**src/rtl/i2s_pkg.sv**
```systemverilog
// Shared I2S constants and types.
//   Frame geometry (256-bit frames, 128 bits per LRCLK half), the transmitter
//   state type, and the phase numbering inside one 4-cycle bit period.
//   The receiver imports the same package so both sides agree on layout.
package i2s_pkg;

  localparam int FRAME_BITS      = 256;
  localparam int HALF_FRAME_BITS = 128;
  localparam int BIT_IDX_W       = 8;

  localparam logic [BIT_IDX_W-1:0] LAST_BIT   = BIT_IDX_W'(FRAME_BITS - 1);
  localparam logic [BIT_IDX_W-1:0] PENULT_BIT = BIT_IDX_W'(FRAME_BITS - 2);
  localparam logic [BIT_IDX_W-1:0] HALF_BIT   = BIT_IDX_W'(HALF_FRAME_BITS);

  typedef enum logic {
    IDLE = 1'b0,
    RUN  = 1'b1
  } tx_state_t;

  // Phase of the 4x clock inside one BCLK period.
  localparam logic [1:0] PH_FETCH   = 2'd0;
  localparam logic [1:0] PH_CAPTURE = 2'd1;
  localparam logic [1:0] PH_SHIFT   = 2'd3;

endpackage

```
**src/rtl/i2s_clk_phase_gen.sv**
```systemverilog
// Bit-period phase generator.
//   Owns the 2-bit phase counter that splits each BCLK period into four
//   clk cycles, drives the registered BCLK, and decodes the strobes the
//   transmitter uses to fetch, capture and shift.
// Ports:
//   clk        4x BCLK system clock
//   rst_n      asynchronous active-low reset
//   clear      synchronous hold: counter parked at PH_FETCH, BCLK low
//   bclk       registered bit clock, high for phases 2 and 3
//   fetch_next the next cycle is PH_FETCH (lets the caller register read_en)
//   capture    current phase is PH_CAPTURE (RAM data valid this cycle)
//   shift      current phase is PH_SHIFT (next edge is the BCLK falling edge)
module i2s_clk_phase_gen
  import i2s_pkg::*;
(
  input  logic clk,
  input  logic rst_n,
  input  logic clear,
  output logic bclk,
  output logic fetch_next,
  output logic capture,
  output logic shift
);

  logic [1:0] phase_reg;
  logic [1:0] phase_next;
  logic       bclk_reg;

  always_comb begin
    phase_next = clear ? PH_FETCH : phase_reg + 2'd1;
  end

  // BCLK is derived from the next phase so it changes on the same edge as
  // the counter: phases 2/3 have the MSB set.
  always_ff @(posedge clk or negedge rst_n) begin
    if (!rst_n) begin
      phase_reg <= PH_FETCH;
      bclk_reg  <= 1'b0;
    end else begin
      phase_reg <= phase_next;
      bclk_reg  <= phase_next[1];
    end
  end

  assign bclk       = bclk_reg;
  assign fetch_next = (phase_next == PH_FETCH);
  assign capture    = !clear && (phase_reg == PH_CAPTURE);
  assign shift      = !clear && (phase_reg == PH_SHIFT);

endmodule

```
**src/rtl/i2s_msb_transmitter.sv**
```systemverilog
// MSB-justified I2S/TDM transmitter.
//   Drains 256-bit frames from a circular bit-addressed RAM (address =
//   {frame, bit}) and serialises them with BCLK = clk/4. It follows the
//   writer's newest complete frame; when it has caught up it plays a muted
//   frame instead and pulses underrun_o.
// Ports:
//   clk_x4_i / rst_n_i       clock (4x BCLK) and async active-low reset
//   enable_i                 playback request (level)
//   frames_valid_i           writer has completed at least one frame
//   last_good_frame_idx_i    newest fully written frame slot
//   ram_read_addr_o/_en_o    RAM bit read port (1-cycle latency)
//   ram_read_data_i          RAM read data
//   i2s_bclk_o/_lrclk_o/_data_o  serial output
//   i2s_running_o            high while playing
//   underrun_o               one-cycle pulse when a muted frame is scheduled
module i2s_msb_transmitter
  import i2s_pkg::*;
#(
  parameter int CIRC_BUF_BITS = 3
) (
  input  logic                       clk_x4_i,
  input  logic                       rst_n_i,
  input  logic                       enable_i,
  input  logic                       frames_valid_i,
  input  logic [CIRC_BUF_BITS-1:0]   last_good_frame_idx_i,
  output logic [CIRC_BUF_BITS+7:0]   ram_read_addr_o,
  output logic                       ram_read_en_o,
  input  logic                       ram_read_data_i,
  output logic                       i2s_bclk_o,
  output logic                       i2s_lrclk_o,
  output logic                       i2s_data_o,
  output logic                       i2s_running_o,
  output logic                       underrun_o
);

  tx_state_t                  state_reg, state_next;
  logic [CIRC_BUF_BITS-1:0]   read_frame_reg, read_frame_next;
  logic                       mute_reg, mute_next;
  logic [BIT_IDX_W-1:0]       out_bit_reg, out_bit_next;
  logic                       hold_reg, hold_next;
  logic                       data_reg, data_next;
  logic                       lrclk_reg, lrclk_next;
  logic [CIRC_BUF_BITS+7:0]   addr_reg, addr_next;
  logic                       read_en_reg, read_en_next;
  logic                       running_reg, running_next;
  logic                       underrun_reg, underrun_next;
  logic [BIT_IDX_W-1:0]       fetch_bit;

  logic phase_clear;
  logic fetch_next;
  logic capture;
  logic shift;

  assign phase_clear = (state_reg == IDLE);

  i2s_clk_phase_gen u_phase (
    .clk        (clk_x4_i),
    .rst_n      (rst_n_i),
    .clear      (phase_clear),
    .bclk       (i2s_bclk_o),
    .fetch_next (fetch_next),
    .capture    (capture),
    .shift      (shift)
  );

  always_comb begin
    state_next      = state_reg;
    read_frame_next = read_frame_reg;
    mute_next       = mute_reg;
    out_bit_next    = out_bit_reg;
    hold_next       = hold_reg;
    data_next       = data_reg;
    lrclk_next      = lrclk_reg;
    addr_next       = addr_reg;
    read_en_next    = 1'b0;
    underrun_next   = 1'b0;
    fetch_bit       = '0;

    case (state_reg)
      IDLE: begin
        hold_next  = 1'b0;
        data_next  = 1'b0;
        lrclk_next = 1'b0;
        if (enable_i && frames_valid_i) begin
          state_next      = RUN;
          read_frame_next = last_good_frame_idx_i;
          mute_next       = 1'b0;
          // Dummy bit 255 first, so the first fetch lands on bit 0 and
          // bit 0 reaches the pin together with the LRCLK rising edge.
          out_bit_next    = LAST_BIT;
        end
      end

      RUN: begin
        if (capture) begin
          hold_next = mute_reg ? 1'b0 : ram_read_data_i;
        end
        if (shift) begin
          out_bit_next = out_bit_reg + 8'd1;
          data_next    = hold_reg;
          lrclk_next   = (out_bit_next < HALF_BIT);
          // Frame decision when bit 255 starts: the coming fetch is bit 0
          // of the next frame.
          if (out_bit_reg == PENULT_BIT) begin
            if (read_frame_reg != last_good_frame_idx_i) begin
              read_frame_next = read_frame_reg + CIRC_BUF_BITS'(1);
              mute_next       = 1'b0;
            end else begin
              mute_next       = 1'b1;
              underrun_next   = 1'b1;
            end
          end
          // Stop only on a frame boundary, after bit 255 has been shown.
          if (out_bit_reg == LAST_BIT && !enable_i) begin
            state_next      = IDLE;
            read_frame_next = '0;
            mute_next       = 1'b0;
            out_bit_next    = '0;
            hold_next       = 1'b0;
            data_next       = 1'b0;
            lrclk_next      = 1'b0;
          end
        end
      end
    endcase

    // read_en/addr are registered, so they are prepared on the edge that
    // enters PH_FETCH; the fetched bit is the one after the bit being shown.
    if (state_next == RUN && fetch_next) begin
      read_en_next = !mute_next;
      fetch_bit    = out_bit_next + 8'd1;
      addr_next    = {read_frame_next, fetch_bit};
    end else if (state_next == IDLE) begin
      addr_next = '0;
    end

    running_next = (state_next == RUN);
  end

  always_ff @(posedge clk_x4_i or negedge rst_n_i) begin
    if (!rst_n_i) begin
      state_reg      <= IDLE;
      read_frame_reg <= '0;
      mute_reg       <= 1'b0;
      out_bit_reg    <= '0;
      hold_reg       <= 1'b0;
      data_reg       <= 1'b0;
      lrclk_reg      <= 1'b0;
      addr_reg       <= '0;
      read_en_reg    <= 1'b0;
      running_reg    <= 1'b0;
      underrun_reg   <= 1'b0;
    end else begin
      state_reg      <= state_next;
      read_frame_reg <= read_frame_next;
      mute_reg       <= mute_next;
      out_bit_reg    <= out_bit_next;
      hold_reg       <= hold_next;
      data_reg       <= data_next;
      lrclk_reg      <= lrclk_next;
      addr_reg       <= addr_next;
      read_en_reg    <= read_en_next;
      running_reg    <= running_next;
      underrun_reg   <= underrun_next;
    end
  end

  assign ram_read_addr_o = addr_reg;
  assign ram_read_en_o   = read_en_reg;
  assign i2s_data_o      = data_reg;
  assign i2s_lrclk_o     = lrclk_reg;
  assign i2s_running_o   = running_reg;
  assign underrun_o      = underrun_reg;

endmodule

```
**config.mk**
```make
export PLATFORM = sky130hd
export DESIGN_NAME = i2s_msb_transmitter
export DESIGN_NICKNAME = d
export VERILOG_FILES = /design/src/rtl/i2s_pkg.sv /design/src/rtl/i2s_clk_phase_gen.sv /design/src/rtl/i2s_msb_transmitter.sv
export SDC_FILE = /design/constraint.sdc
export NUM_CORES = 1
export LEC_CHECK = 0
export CORE_ASPECT_RATIO = 0.9
export CORE_MARGIN = 2
export CORE_UTILIZATION = 39
export CTS_CLUSTER_SIZE = 30
export DETAILED_ROUTE_END_ITERATION = 12
export PLACE_DENSITY_LB_ADDON = 0.1
export SYNTH_ARGS = -nofsm -noshare
export SYNTH_HDL_FRONTEND = slang
export SYNTH_SLANG_ARGS = --single-unit
```
**constraint.sdc**
```tcl
create_clock -name clk_x4_i -period 5.2 [get_ports clk_x4_i]
set_input_delay 1.04 -clock clk_x4_i [delete_from_list [all_inputs] [get_ports clk_x4_i]]
set_output_delay 1.04 -clock clk_x4_i [all_outputs]
set_load 0.01 [all_outputs]
```
* Yosys cells after proc, flatten, opt, wreduce, memory -nomap -nowiden
Cells that the tools add are included.
W data, S select, Z words.
** Storage, ports and cells
- Register bits after elaboration :: 32
- Input bits :: 8
- Output and inout port bits :: 17
- Logic and storage cells :: 71
** Cells by class
- Add/subtract/negate cells :: 4
- $lt $le $gt $ge :: 1
- Equal/unequal tests :: 7
- Muxes and demuxes :: 38
- Bitwise operators :: 1
- Reductions and logical operators :: 8
** Operator list (count)
- $mux W8 :: 3
- $mux W11 :: 2
- $mux W1 :: 20
- $add A8 B1 Y8 const B :: 2
- $eq A8 B8 Y1 const B :: 2
- $pmux W8 S2 :: 1
- $mux W3 :: 5
- $pmux W1 S2 :: 5
- $lt A8 B8 Y1 const B :: 1
- $pmux W3 S2 :: 1
- $logic_and A1 B1 Y1 :: 5
- $ne A2 B1 Y1 const B :: 2
- $add A3 B1 Y3 const B :: 1
- $ne A3 B3 Y1 :: 1
- $add A2 B1 Y2 const B :: 1
- $eq A2 B1 Y1 const B :: 1
- $eq A2 B2 Y1 const B :: 1
- $logic_not A1 Y1 :: 2
- $logic_not A2 Y1 :: 1
- $mux W2 :: 1
- $not A1 Y1 :: 1

* Longest topological paths before layout
Gate-level depths: netlist of run 1.
- Word-level depth :: 8
- Depth in mapped cells :: 10
- Depth with buffers taken out :: 8

* Cells and area by module
From an unflattened synthesis of run 1, not the netlist that was laid out.
** Unflattened totals
- Cells, all modules :: 181
- Area, all modules :: 1796.7 µm²
** Modules (own cells, without submodules)
- i2s_msb_transmitter :: times used 1, cells each 171, area each 1690.4 µm², seq. area each 725.7 µm²
- i2s_clk_phase_gen :: times used 1, cells each 10, area each 106.4 µm², seq. area each 50.0 µm²

* Worst setup path after synthesis of run 1
Ideal clock, no wire load.
- Path type :: input-to-reg
- From :: input enable_i
- To :: register addr_reg[7] (netlist: ram_read_addr_o[7])
- Setup time :: 0.122 ns
- Data arrival time :: 2.402 ns
- Data required time :: 5.078 ns
- Slack :: 2.676 ns
- Cell stages on the path :: 6
- Buffers on the path :: 0
- Cell sequence :: nand4b_1 nor2_2 o31ai_2 nand4_2 or4_1 a32o_1
** On the way
- Cells in the longest elaborated chain, start to end :: 7
- Elaborated cells on any way between the ends :: 15
- Those cells by class :: add/sub (1); eq/ne (1); mux (9); reduce/logical (4)
** Ends and longest elaborated chain
- from (decl) :: line i2s_msb_transmitter.sv:23 : input logic enable_i,
- $logic_not A1 Y1 :: line i2s_msb_transmitter.sv:114 : if (out_bit_reg == LAST_BIT && !enable_i) begin
- $logic_and A1 B1 Y1 :: line i2s_msb_transmitter.sv:114
- $mux W8 :: line i2s_msb_transmitter.sv:114
- $mux W8 :: line i2s_msb_transmitter.sv:98 : if (shift) begin
- $pmux W8 S2 * :: line i2s_msb_transmitter.sv:79 : case (state_reg)
- via out_bit_next[0] :: line i2s_msb_transmitter.sv:39 : logic [BIT_IDX_W-1:0] out_bit_reg, out_bit_next;
- $add A8 B1 Y8 * :: line i2s_msb_transmitter.sv:131 : fetch_bit = out_bit_next + 8'd1;
- $mux W11 * :: line i2s_msb_transmitter.sv:129 : if (state_next == RUN && fetch_next) begin
- to (signal assigned) :: line i2s_msb_transmitter.sv:161 : addr_reg <= addr_next;
- to (decl) :: line i2s_msb_transmitter.sv:43 : logic [CIRC_BUF_BITS+7:0] addr_reg, addr_next;
The timed path passes the listed nets; every way through them passes the cells marked *.
A chain may end at the register's enable or synchronous reset.

* Final worst setup path of run 1
- From :: input enable_i
- To :: register addr_reg[7] (netlist: ram_read_addr_o[7])
** On the way
- Cells in the longest elaborated chain, start to end :: 7
- Elaborated cells on any way between the ends :: 15
- Those cells by class :: add/sub (1); eq/ne (1); mux (9); reduce/logical (4)
** Ends and longest elaborated chain (line)
- $logic_not A1 Y1 :: i2s_msb_transmitter.sv:114
- $logic_and A1 B1 Y1 :: i2s_msb_transmitter.sv:114
- $mux W8 / $mux W1 (equally long branches) :: i2s_msb_transmitter.sv:114
- $mux W8 / $mux W1 (equally long branches) :: i2s_msb_transmitter.sv:98
- $pmux W8 S2 / $pmux W1 S2 (equally long branches) :: i2s_msb_transmitter.sv:79
- $add A8 B1 Y8 / $logic_and A1 B1 Y1 (equally long branches) :: i2s_msb_transmitter.sv:131, i2s_msb_transmitter.sv:129
- $mux W11 / $ne A2 B1 Y1 (equally long branches)
Parallel ways exist; a longest one is shown, timed or not.

==> out/results.tsv, run 1 <==
stage	metric	value	unit
synth	synth_fa_ha_area_share	4.351	%
timing	max_freq	0.3281	GHz
synth	synth.cell_area	0.001725	mm^2
critical_path	slowest_delay	570	ps
floorplan	core	0.004156	mm^2
route	drcViolationCount	0	
floorplan	fp.dieArea	0.004973	mm^2
critical_path	r2r_slack	2490	ps
final_layout	drive_above_1_share	10.95	%
floorplan	rows	22	
clocking	cts-root-buf	clkbuf_8	
timing	finalHoldViolCount	0	
synth	yosys.cell_types.count	50	
global_routing	gr-total-overflow	0	
floorplan	dieHeight	67.10	um
synth	yosys_warnings	0	
power	vdd_drop_max	295.7	uV
global_routing	grt_pass1_wl	6589	um
timing	min_period	3048	ps
critical_path	startpoint_type	input port	
clocking	cts_tree	yes	
floorplan	die_w	74.11	um
floorplan	initial_core_util	41.51	%
clocking	post_cts_buffers	0	
final_layout	synthToLayoutAreaGrowth	22.33	%
flow_run	maxCapViolCount	0	
synth	syn_area_per_cell	9.859	um^2
global_routing	grt_pass1_vias	1327	
synth	netlist.area_leader.share	44.96	%
floorplan	ioPinCount	25	
synth	synth_area_leaders	dfrtp_1 45%, nand2_1 4.6%, ha_1 4.4%	
placement	pre_cts_ws	1844	ps
clocking	cts.path.max_buffers	2	
placement	gp_congestion	0.9208	
final_layout	fillCellCount	375	
synth	ys_ff_latch	31	
placement	port_buffers	24	
route	wire_per_inst	15.02	um
timing	slew_viol_final	0	
route	vias	1386	
timing	timing.final.crit_share	58.62	%
final_layout	num_antenna_cells	0	
synth	synth_top_family_by_area	simple AND/OR/NAND/NOR gates	
timing	setup_ws	2152	ps
critical_path	critPathCaptureType	register	
synth	synth-seq-area-share	44.96	%
synth	synth_compound_area_share	18.71	%
route	drt-total-wl	3920	um
global_routing	grt.total_usage	18.05	%
synth	synth-simple-area-share	21.03	%
synth	yosys.area.top_type	dfrtp_1	
timing	fin_skew	8.717	ps
synth	synth-xor-area-share	5.584	%
power	powerDensity	662.4	mW/mm^2
critical_path	crit_chain	clkdlybuf4s50_1 -> a21o_1 -> a21oi_1 -> a211oi_1 -> nand4_2 -> or4_1 -> a32o_1	
clocking	htreeDepth	2	
clocking	cts_made_buffers	5	
critical_path	crit_fanout	6	
clocking	holdBufCountCts	0	
critical_path	crit_type	input port to register	
critical_path	slowest_stage	clkdlybuf4s50_1	
status	status	finished, final reports clean	
timing	worstMarginPinSlew	860.7	ps
route	drt_iter0_drc	119	
power	p_leak	0.8876	nW
synth	syn_nets	189	
placement	dpl-instance-area	0.001998	mm^2
worst_hold_path	hp-class	register to register	
final_layout	largest_register_ffs	11	
final_layout	nNetsFinal	214	
global_routing	antenna_found_initial	0	
critical_path	arrival	3230	ps
route	ant_nets	0	
timing	slew-limit-headroom	42.62	%
placement	dp.final_hpwl	2855	um
timing	rsz0062_at_grt	no	
route	firstDrtPassIters	4	
critical_path	crit_required	5380	ps
timing	finalSetupViolations	0	
clocking	cts.sink_count	31	
clocking	cts_resized	0	
timing	tns	0	ps
clocking	clock_latency	290	ps
global_routing	grt_max_degree	32	
final_layout	postLayoutCellArea	0.002111	mm^2
clocking	path_clk_slew	70	ps
route	drt-vias-per-instance	5.310	
synth	synthMuxAreaShare	1.160	%
synth	synth_cells	175	
area by class of cell:
type / count / area [um^2] / area share [%]
well taps: 60 / 75.07 / 3.557
multi-input cells: 131 / 877.1 / 41.55
clock inverters: 3 / 43.79 / 2.075
inverters: 6 / 22.52 / 1.067
repair buffers: 25 / 247.7 / 11.74
clock buffers: 5 / 68.82 / 3.260
flip-flops and latches: 31 / 775.7 / 36.75
logic make-up (layout without fill, tap and decap cells):
logic type               Yosys count  after routing
AND/OR/NAND/NOR                   66             66
AO/OA/AOI/OAI                     46             46
adder cells (fa/ha/maj)            6              6
flip-flops                        31             31
buffers and inverters             13             39
XOR/XNOR                          11             11
multiplexers                       2              2
layout by cell type, fill, tap and decap left out, types with 2 or more instances in the layout:
cell type / n
a211oi_1: 4
nand4_1: 3
nor2b_1: 4
and3_1: 2
nand2_1: 21
a22o_1: 5
inv_1: 6
dfrtp_1: 31
nor3_1: 3
nand4_2: 2
clkdlybuf4s50_1: 24
nand3_1: 8
ha_1: 6
a21o_1: 2
xor2_1: 4
o21ai_0: 10
nor2_1: 8
mux2i_1: 2
clkbuf_8: 5
o31ai_2: 2
or2_2: 2
a21oi_1: 8
a31oi_1: 2
nor2_2: 2
nor3_2: 2
xnor2_1: 7
worst max-delay path, delay by kind of cell:
kind / cells / cell delay, ps
AOI/OAI and AO/OA: 4 / 980
and+or+nand+nor: 2 / 640
buffers and inverters: 1 / 570
Yosys cell counts (all sizes together):
| cell | number |
|---|---|
| mux2i | 2 |
| a22oi | 1 |
| ha | 6 |
| o31ai | 3 |
| nand4 | 5 |
| o21bai | 1 |
| nor3 | 5 |
| a22o | 5 |
| nand2b | 1 |
| o211ai | 1 |
| nor3b | 2 |
| clkbuf | 3 |
| inv | 6 |
| or3 | 1 |
| o21ai | 12 |
| or2b | 1 |
| xnor2 | 7 |
| a21o | 2 |
| nand4b | 1 |
| a31oi | 2 |
| or4 | 1 |
| o21a | 1 |
| nand2 | 21 |
| and3 | 2 |
| o311ai | 1 |
| nor2 | 10 |
| and3b | 1 |
| o31a | 1 |
| a21oi | 9 |
| dfrtp | 31 |
| a221o | 1 |
| nand3b | 1 |
| or2 | 2 |
| buf | 4 |
| a32o | 1 |
| o32ai | 1 |
| nor2b | 4 |
| xor2 | 4 |
| nand3 | 8 |
| a211oi | 4 |
per-layer routing:
| layer | up-vias | global-route usage, % | share of wire [%] |
|---|---|---|---|
| met5 | - | 0 | 0 |
| met4 | 0 | 6.364 | 1.1 |
| met3 | 4 | 6.051 | 7.7 |
| met2 | 42 | 24.22 | 41 |
| met1 | 661 | 26.67 | 50 |
| li1 | 679 | - | - |
metrics by stage:
step           hold WS (ps)  instances  power [mW]  utilization (%)
2_1_floorplan         474.0        175      0.9376                -
3_3_place_gp          469.5        253       1.150            48.07
3_5_place_dp          478.0        253       1.157            48.07
4_1_cts               503.9        261       1.408            50.78
5_1_grt               519.8        261       1.518            50.78
6_report              494.5        261       1.398            50.78
report_power, final:
| group | switching, mW | internal (mW) | total, mW |
|---|---|---|---|
| Sequential | 0.113 | 0.347 | 0.460 |
| Combinational | 0.384 | 0.317 | 0.701 |
| Clock | 0.0946 | 0.142 | 0.237 |
| Total | 0.592 | 0.806 | 1.40 |
path summary, 6_finish.rpt:
kind / endpoint / start / cells after the start
max: ram_read_addr_o[7]$_DFFE_PN0P_ / enable_i / 7
min: ram_read_addr_o[2]$_DFFE_PN0P_ / ram_read_addr_o[2]$_DFFE_PN0P_ / 2
max reg2reg: ram_read_addr_o[7]$_DFFE_PN0P_ / i2s_running_o$_DFF_PN0_ / 5
min reg2reg: ram_read_addr_o[2]$_DFFE_PN0P_ / ram_read_addr_o[2]$_DFFE_PN0P_ / 2
max in group asynchronous: out_bit_reg[4]$_DFF_PN0_ / rst_n_i / 2
min in group asynchronous: out_bit_reg[7]$_DFF_PN0_ / rst_n_i / 2
(Power assumes the default switching activity.)
==> run 2: changes to the inputs <==
clock period = 2.7 ns   (was 5.2 ns; I/O delays follow)
==> run 2 against run 1 <==
  * Combinational power is 120% higher
  * Core utilization is 1.7 points higher
  * Die area stayed put
  * Worst hold slack worse by 8.8 ps
  * Routed wire length is 2.3% higher
  * Sequential power is 85% higher
  * Non-clock buffer count is 13 higher
  * Sequential share of layout area is 1.2 points lower
  * Clock skew is 3.4 ps lower
  * Critical path type is now register to register
  * Largest cell class unchanged
  * Highest routed layer unchanged
==> out/results.tsv, run 2 (synthesized netlist as in run 1, its figures left out) <==
stage	metric	value	unit	change
route	wire_per_inst	14.64	um	-2.5%
timing	tns	0	ps	unchanged
final_layout	multi_input_area	877.1	um^2	unchanged
route	drt_iter0_drc	118		-0.84%
timing	max_freq	0.3975	GHz	
global_routing	grt_pass1_vias	1431		+7.8%
floorplan	die_w	74.11	um	unchanged
timing	rsz0062_at_grt	no		
critical_path	regToRegStartpoint	u_phase.phase_reg[0]$_DFF_PN0_		
route	ant_nets	0		unchanged
route	vias	1440		+3.9%
clocking	clock_latency	290	ps	about the same
critical_path	crit_type	register to register		
clocking	htreeDepth	2		unchanged
route	drcViolationCount	0		unchanged
power	p_leak	0.9319	nW	+5.0%
final_layout	drive_above_1_share	15.89	%	+4.9 points
clocking	cts_tree	yes		
worst_hold_path	holdPathStages	2		unchanged
global_routing	grt_pass1_wl	6796	um	+3.1%
timing	fin_skew	5.322	ps	-3.395 ps
status	status	finished, final reports clean		
placement	dpl-instance-area	0.002096	mm^2	+4.9%
placement	gp_congestion	0.8920		-3.1%
global_routing	grt_max_degree	32		unchanged
critical_path	slowest_delay	430	ps	-140 ps
final_layout	nNetsFinal	227		+6.1%
global_routing	grt.total_usage	18.55	%	+0.50 points
final_layout	mostFrequentLayoutCell	dfrtp_1		
timing	finalSetupViolations	0		unchanged
floorplan	fp.dieArea	0.004973	mm^2	unchanged
critical_path	startpoint_type	register		
worst_hold_path	min_from	ram_read_addr_o[3]$_DFFE_PN0P_		
clocking	holdBufCountCts	0		unchanged
timing	finalHoldViolCount	0		unchanged
timing	slew-limit-headroom	65.70	%	+23 points
route	drt-vias-per-instance	5.255		-1.0%
clocking	cts.sink_count	31		unchanged
critical_path	reg2reg_to	ram_read_addr_o[7]$_DFFE_PN0P_		
floorplan	ioPinCount	25		unchanged
clocking	cts.path.max_buffers	2		unchanged
critical_path	r2r_slack	180	ps	-2310 ps
worst_hold_path	holdPathEnd	ram_read_addr_o[3]$_DFFE_PN0P_		
floorplan	core	0.004156	mm^2	unchanged
global_routing	antenna_found_initial	0		unchanged
worst_hold_path	hp-class	register to register		
placement	dp.final_hpwl	2992	um	+4.8%
critical_path	path_delay_family	simple AND/OR/NAND/NOR gates		
final_layout	fillCellCount	402		+7.2%
final_layout	synthToLayoutAreaGrowth	26.40	%	
placement	port_buffers	24		unchanged
critical_path	slowest_stage	dfrtp_1		
critical_path	crit_chain	ha_1 -> nand4_1 -> mux2i_1 -> a211oi_1 -> nand4_2 -> or4_1 -> a32o_1		
flow_run	maxCapViolCount	0		unchanged
final_layout	postLayoutCellArea	0.002181	mm^2	+3.3%
floorplan	initial_core_util	41.51	%	unchanged
power	vdd_drop_max	552.6	uV	+87%
floorplan	rows	22		unchanged
timing	worstMarginPinSlew	514.5	ps	-346.2 ps
clocking	path_clk_slew	70	ps	about the same
final_layout	regArea	775.7	um^2	unchanged
critical_path	rr_worst_depth	7		+2
floorplan	dieHeight	67.10	um	unchanged
final_layout	largest_register_ffs	11		unchanged
clocking	post_cts_buffers	0		unchanged
power	powerDensity	1264	mW/mm^2	+91%
timing	slew_viol_final	0		unchanged
route	firstDrtPassIters	4		unchanged
timing	timing.final.crit_share	93.17	%	
final_layout	layout_common_cells	31 x dfrtp_1, 24 x clkdlybuf4s50_1, 21 x nand2_1		
critical_path	crit_fanout	6		unchanged
global_routing	gr-total-overflow	0		unchanged
final_layout	num_antenna_cells	0		unchanged
timing	min_period	2516	ps	
critical_path	crit_buf_inv	0		-1
critical_path	critPathCaptureType	register		
critical_path	crit_required	2880	ps	-2500 ps
clocking	cts_made_buffers	5		unchanged
clocking	cts-root-buf	clkbuf_8		
critical_path	arrival	2700	ps	-530 ps
route	drt-total-wl	4011	um	+2.3%
clocking	cts_resized	0		unchanged
-- run 2: cell types whose count changed in the layout (fill, tap and decap cells not counted) --
| cell | delta |
|---|---|
| buf_4 | +13 |
| bufinv_16 | -1 |
| clkbuf_1 | +1 |
| clkinv_4 | -1 |
| clkinvlp_4 | +1 |
-- run 2: power breakdown --
part           total, mW  leakage (nW)  internal [mW]  switching [mW]
Clock              0.358        0.0412          0.180           0.178
Sequential         0.853         0.371          0.668           0.184
Combinational       1.55         0.519          0.750           0.797
-- run 2: worst max path at each step --
| stage | cells after the start | start | endpoint | slack, ps |
|---|---|---|---|---|
| after floorplan | 8 | u_phase.phase_reg[0]$_DFF_PN0_ | ram_read_addr_o[7]$_DFFE_PN0P_ | 480 |
| after global placement | 7 | enable_i | ram_read_addr_o[7]$_DFFE_PN0P_ | 70 |
| after detailed placement | 7 | enable_i | ram_read_addr_o[7]$_DFFE_PN0P_ | 60 |
| after CTS | 7 | u_phase.phase_reg[0]$_DFF_PN0_ | ram_read_addr_o[7]$_DFFE_PN0P_ | 230 |
| after global routing | 7 | u_phase.phase_reg[0]$_DFF_PN0_ | ram_read_addr_o[7]$_DFFE_PN0P_ | 20 |
| final | 7 | u_phase.phase_reg[0]$_DFF_PN0_ | ram_read_addr_o[7]$_DFFE_PN0P_ | 180 |
-- run 2: cell type report --
class | count | area share (%)
clock inverters | 2 | 0.5737
well taps | 60 | 3.442
flip-flops and latches | 31 | 35.57
inverters | 6 | 1.033
repair buffers | 38 | 15.83
multi-input cells | 131 | 40.22
clock buffers | 6 | 3.328
-- run 2: routing by layer --
metal / GRT usage (%) / vias up / routed length (um)
met5: 0 / - / 0
met2: 27.34 / 33 / 1679
met1: 25.19 / 692 / 2028
met3: 5.446 / 7 / 225
li1: - / 708 / -
met4: 8.182 / 0 / 78
-- run 2: tightest hold or removal path, stage by stage (launching register included) --
cell     delay (ps)
dfrtp_1         340
nand2_1          40
o21ai_0          60
-- run 2: metrics by stage --
stage | utilization, % | power [mW] | setup slack [ps] | std cells | hold WS (ps)
4_1_cts | 52.47 | 2.778 | 227.6 | 274 | 493.6
5_1_grt | 52.47 | 3.002 | 20.21 | 274 | 523.4
2_1_floorplan | - | 1.806 | 476.7 | 175 | 244.4
6_report | 52.47 | 2.757 | 184.4 | 274 | 485.7
3_5_place_dp | 50.42 | 2.397 | 64.45 | 266 | 476.9
3_3_place_gp | 50.42 | 2.382 | 74.90 | 266 | 466.1
==> run 3: changes to the inputs <==
CORE_UTILIZATION = 48   (was 39)
==> run 3 against run 2 <==
  * Highest routed layer unchanged
  * Largest power group unchanged
  * Non-clock buffer count fell by 3
  * Power fell by 0.16%
  * Global-route usage rose by 4.3 points
  * Via count rose by 0.69%
  * Worst hold slack improved by 3.3 ps
  * Critical path depth did not move
  * Largest cell class unchanged
  * Cell area fell by 1.8%
==> out/results.tsv, run 3 (synthesized netlist as in run 1, its figures left out) <==
stage	metric	value	unit	change
critical_path	crit_chain	ha_2 -> nand4_1 -> mux2i_1 -> a211oi_1 -> nand4_2 -> or4_1 -> a32o_1		
floorplan	fp.dieArea	0.004091	mm^2	-18%
worst_hold_path	hp-class	register to register		
critical_path	critPathCaptureType	register		
timing	setup_ws	194.6	ps	+10.19 ps
timing	slew_viol_final	0		unchanged
floorplan	rows	20		-9.1%
clocking	cts_tree	yes		
final_layout	layout.cells.non_filler	255		-6.9%
route	drt-vias-per-instance	5.686		+8.2%
timing	tns	0	ps	unchanged
final_layout	layout_common_cells	31 x dfrtp_1, 24 x clkdlybuf4s50_1, 21 x nand2_1		
global_routing	grt.total_usage	22.88	%	+4.3 points
floorplan	core	0.003403	mm^2	-18%
clocking	holdBufCountCts	0		unchanged
route	wire_per_inst	15.91	um	+8.7%
placement	place_inst	247		-7.1%
timing	timing.final.crit_share	92.79	%	-0.38 points
global_routing	grt_pass1_vias	1433		+0.14%
critical_path	crit_required	2880	ps	about the same
critical_path	startpoint_type	register		
placement	dp.final_hpwl	2987	um	-0.14%
global_routing	gr-total-overflow	0		unchanged
timing	finalHoldViolCount	0		unchanged
floorplan	die_w	67.20	um	-9.3%
timing	finalSetupViolations	0		unchanged
route	drt_iter0_drc	117		-0.85%
clocking	cts-root-buf	clkbuf_8		
route	drcViolationCount	0		unchanged
clocking	clock_latency	290	ps	about the same
global_routing	grt_max_degree	32		unchanged
power	powerDensity	1286	mW/mm^2	+1.7%
floorplan	initial_core_util	50.70	%	+9.2 points
global_routing	antenna_found_initial	0		unchanged
critical_path	slowest_stage	dfrtp_1		
clocking	htreeDepth	2		unchanged
power	p_leak	0.9145	nW	-1.9%
final_layout	nNetsFinal	224		-1.3%
timing	worstMarginPinSlew	577.3	ps	+62.77 ps
final_layout	largest_register_ffs	11		unchanged
global_routing	grt_pass1_wl	6789	um	-0.10%
final_layout	postLayoutCellArea	0.002141	mm^2	-1.8%
critical_path	crit_type	register to register		
floorplan	dieHeight	60.88	um	-9.3%
floorplan	ioPinCount	25		unchanged
placement	dpl-instance-area	0.002053	mm^2	-2.0%
clocking	cts.path.max_buffers	2		unchanged
placement	port_buffers	24		unchanged
final_layout	num_antenna_cells	0		unchanged
critical_path	arrival	2680	ps	-20 ps
final_layout	synthToLayoutAreaGrowth	24.08	%	
power	vdd_drop_max	744.6	uV	+35%
clocking	path_clk_slew	70	ps	about the same
timing	rsz0062_at_grt	no		
final_layout	fillCellCount	303		-25%
final_layout	drive_above_1_share	15.17	%	-0.72 points
final_layout	mostFrequentLayoutCell	dfrtp_1		
flow_run	maxCapViolCount	0		unchanged
timing	slew-limit-headroom	61.52	%	-4.2 points
route	drt-total-wl	4057	um	+1.1%
timing	min_period	2505	ps	-10.19 ps
placement	gp_congestion	0.8705		-2.4%
timing	max_freq	0.3991	GHz	+0.41%
final_layout	final_util	62.90	%	+10 points
clocking	cts.sink_count	31		unchanged
critical_path	crit_fanout	9		+3
clocking	cts_made_buffers	5		unchanged
critical_path	slowest_delay	440	ps	about the same
timing	fin_skew	6.704	ps	+1.383 ps
route	firstDrtPassIters	4		unchanged
route	ant_nets	0		unchanged
route	vias	1450		+0.69%
status	status	finished, final reports clean		
placement	pre_cts_ws	10.89	ps	-53.55 ps
-- run 3: changes by cell type in the layout (fill, tap and decap cells not counted), sizes merged --
cell,before,now
buf,14,11
-- run 3: cell type report --
cell class / count / area (um^2) / share of cell area [%]
Multi-Input combinational cell: 131 / 879.6 / 41.09
Timing Repair Buffer: 35 / 322.8 / 15.08
Inverter: 6 / 22.52 / 1.052
Clock inverter: 2 / 12.51 / 0.5845
Sequential cell: 31 / 775.7 / 36.24
Clock buffer: 6 / 72.57 / 3.390
Tap cell: 44 / 55.05 / 2.572
-- run 3: timing repair --
action,CTS,global route
resized for setup,0,1
setup endpoints to repair,0,1
buffers inserted,0,0
hold endpoints to repair,0,0
-- run 3: layer usage --
metal / vias to the layer above / wire length [um] / global-route usage, %
met5: - / 0 / 0
met3: 10 / 190 / 4.638
met2: 38 / 1848 / 36.07
li1: 697 / - / -
met4: 0 / 88 / 11.08
met1: 705 / 1930 / 30.39
-- run 3: where the power goes --
part	switching [mW]	leakage, nW	internal, mW
clock network	0.185	0.0412	0.180
logic	0.790	0.502	0.728
registers	0.202	0.371	0.668
total	1.18	0.914	1.58
-- run 3: per-stage QoR --
| stage | hold slack [ps] | power (mW) |
|---|---|---|
| after CTS | 494.7 | 2.763 |
| after floorplan | 244.4 | 1.806 |
| after global placement | 466.4 | 2.348 |
| after global routing | 516.2 | 2.977 |
| final | 489.0 | 2.753 |
| after detailed placement | 473.2 | 2.372 |
-- run 3: critical path: cells and delay by family (launching register included) --
family,cells,cell delay [ps]
adder cells (fa/ha/maj),1,340
multiplexers,1,180
AND/OR/NAND/NOR,3,780
AO/OA/AOI/OAI,2,660
flip-flops,1,440
-- run 3: final timing paths --
| path | start | endpoint | slack, ps | cells past startpoint |
|---|---|---|---|---|
| max | u_phase.phase_reg[0]$_DFF_PN0_ | ram_read_addr_o[7]$_DFFE_PN0P_ | 190 | 7 |
| min | ram_read_addr_o[3]$_DFFE_PN0P_ | ram_read_addr_o[3]$_DFFE_PN0P_ | 490 | 2 |
| max reg2reg | u_phase.phase_reg[0]$_DFF_PN0_ | ram_read_addr_o[7]$_DFFE_PN0P_ | 190 | 7 |
| min reg2reg | ram_read_addr_o[3]$_DFFE_PN0P_ | ram_read_addr_o[3]$_DFFE_PN0P_ | 490 | 2 |
| max in group asynchronous | rst_n_i | ram_read_addr_o[9]$_DFFE_PN0P_ | 1760 | 2 |
| min in group asynchronous | rst_n_i | underrun_o$_DFF_PN0_ | 640 | 2 |
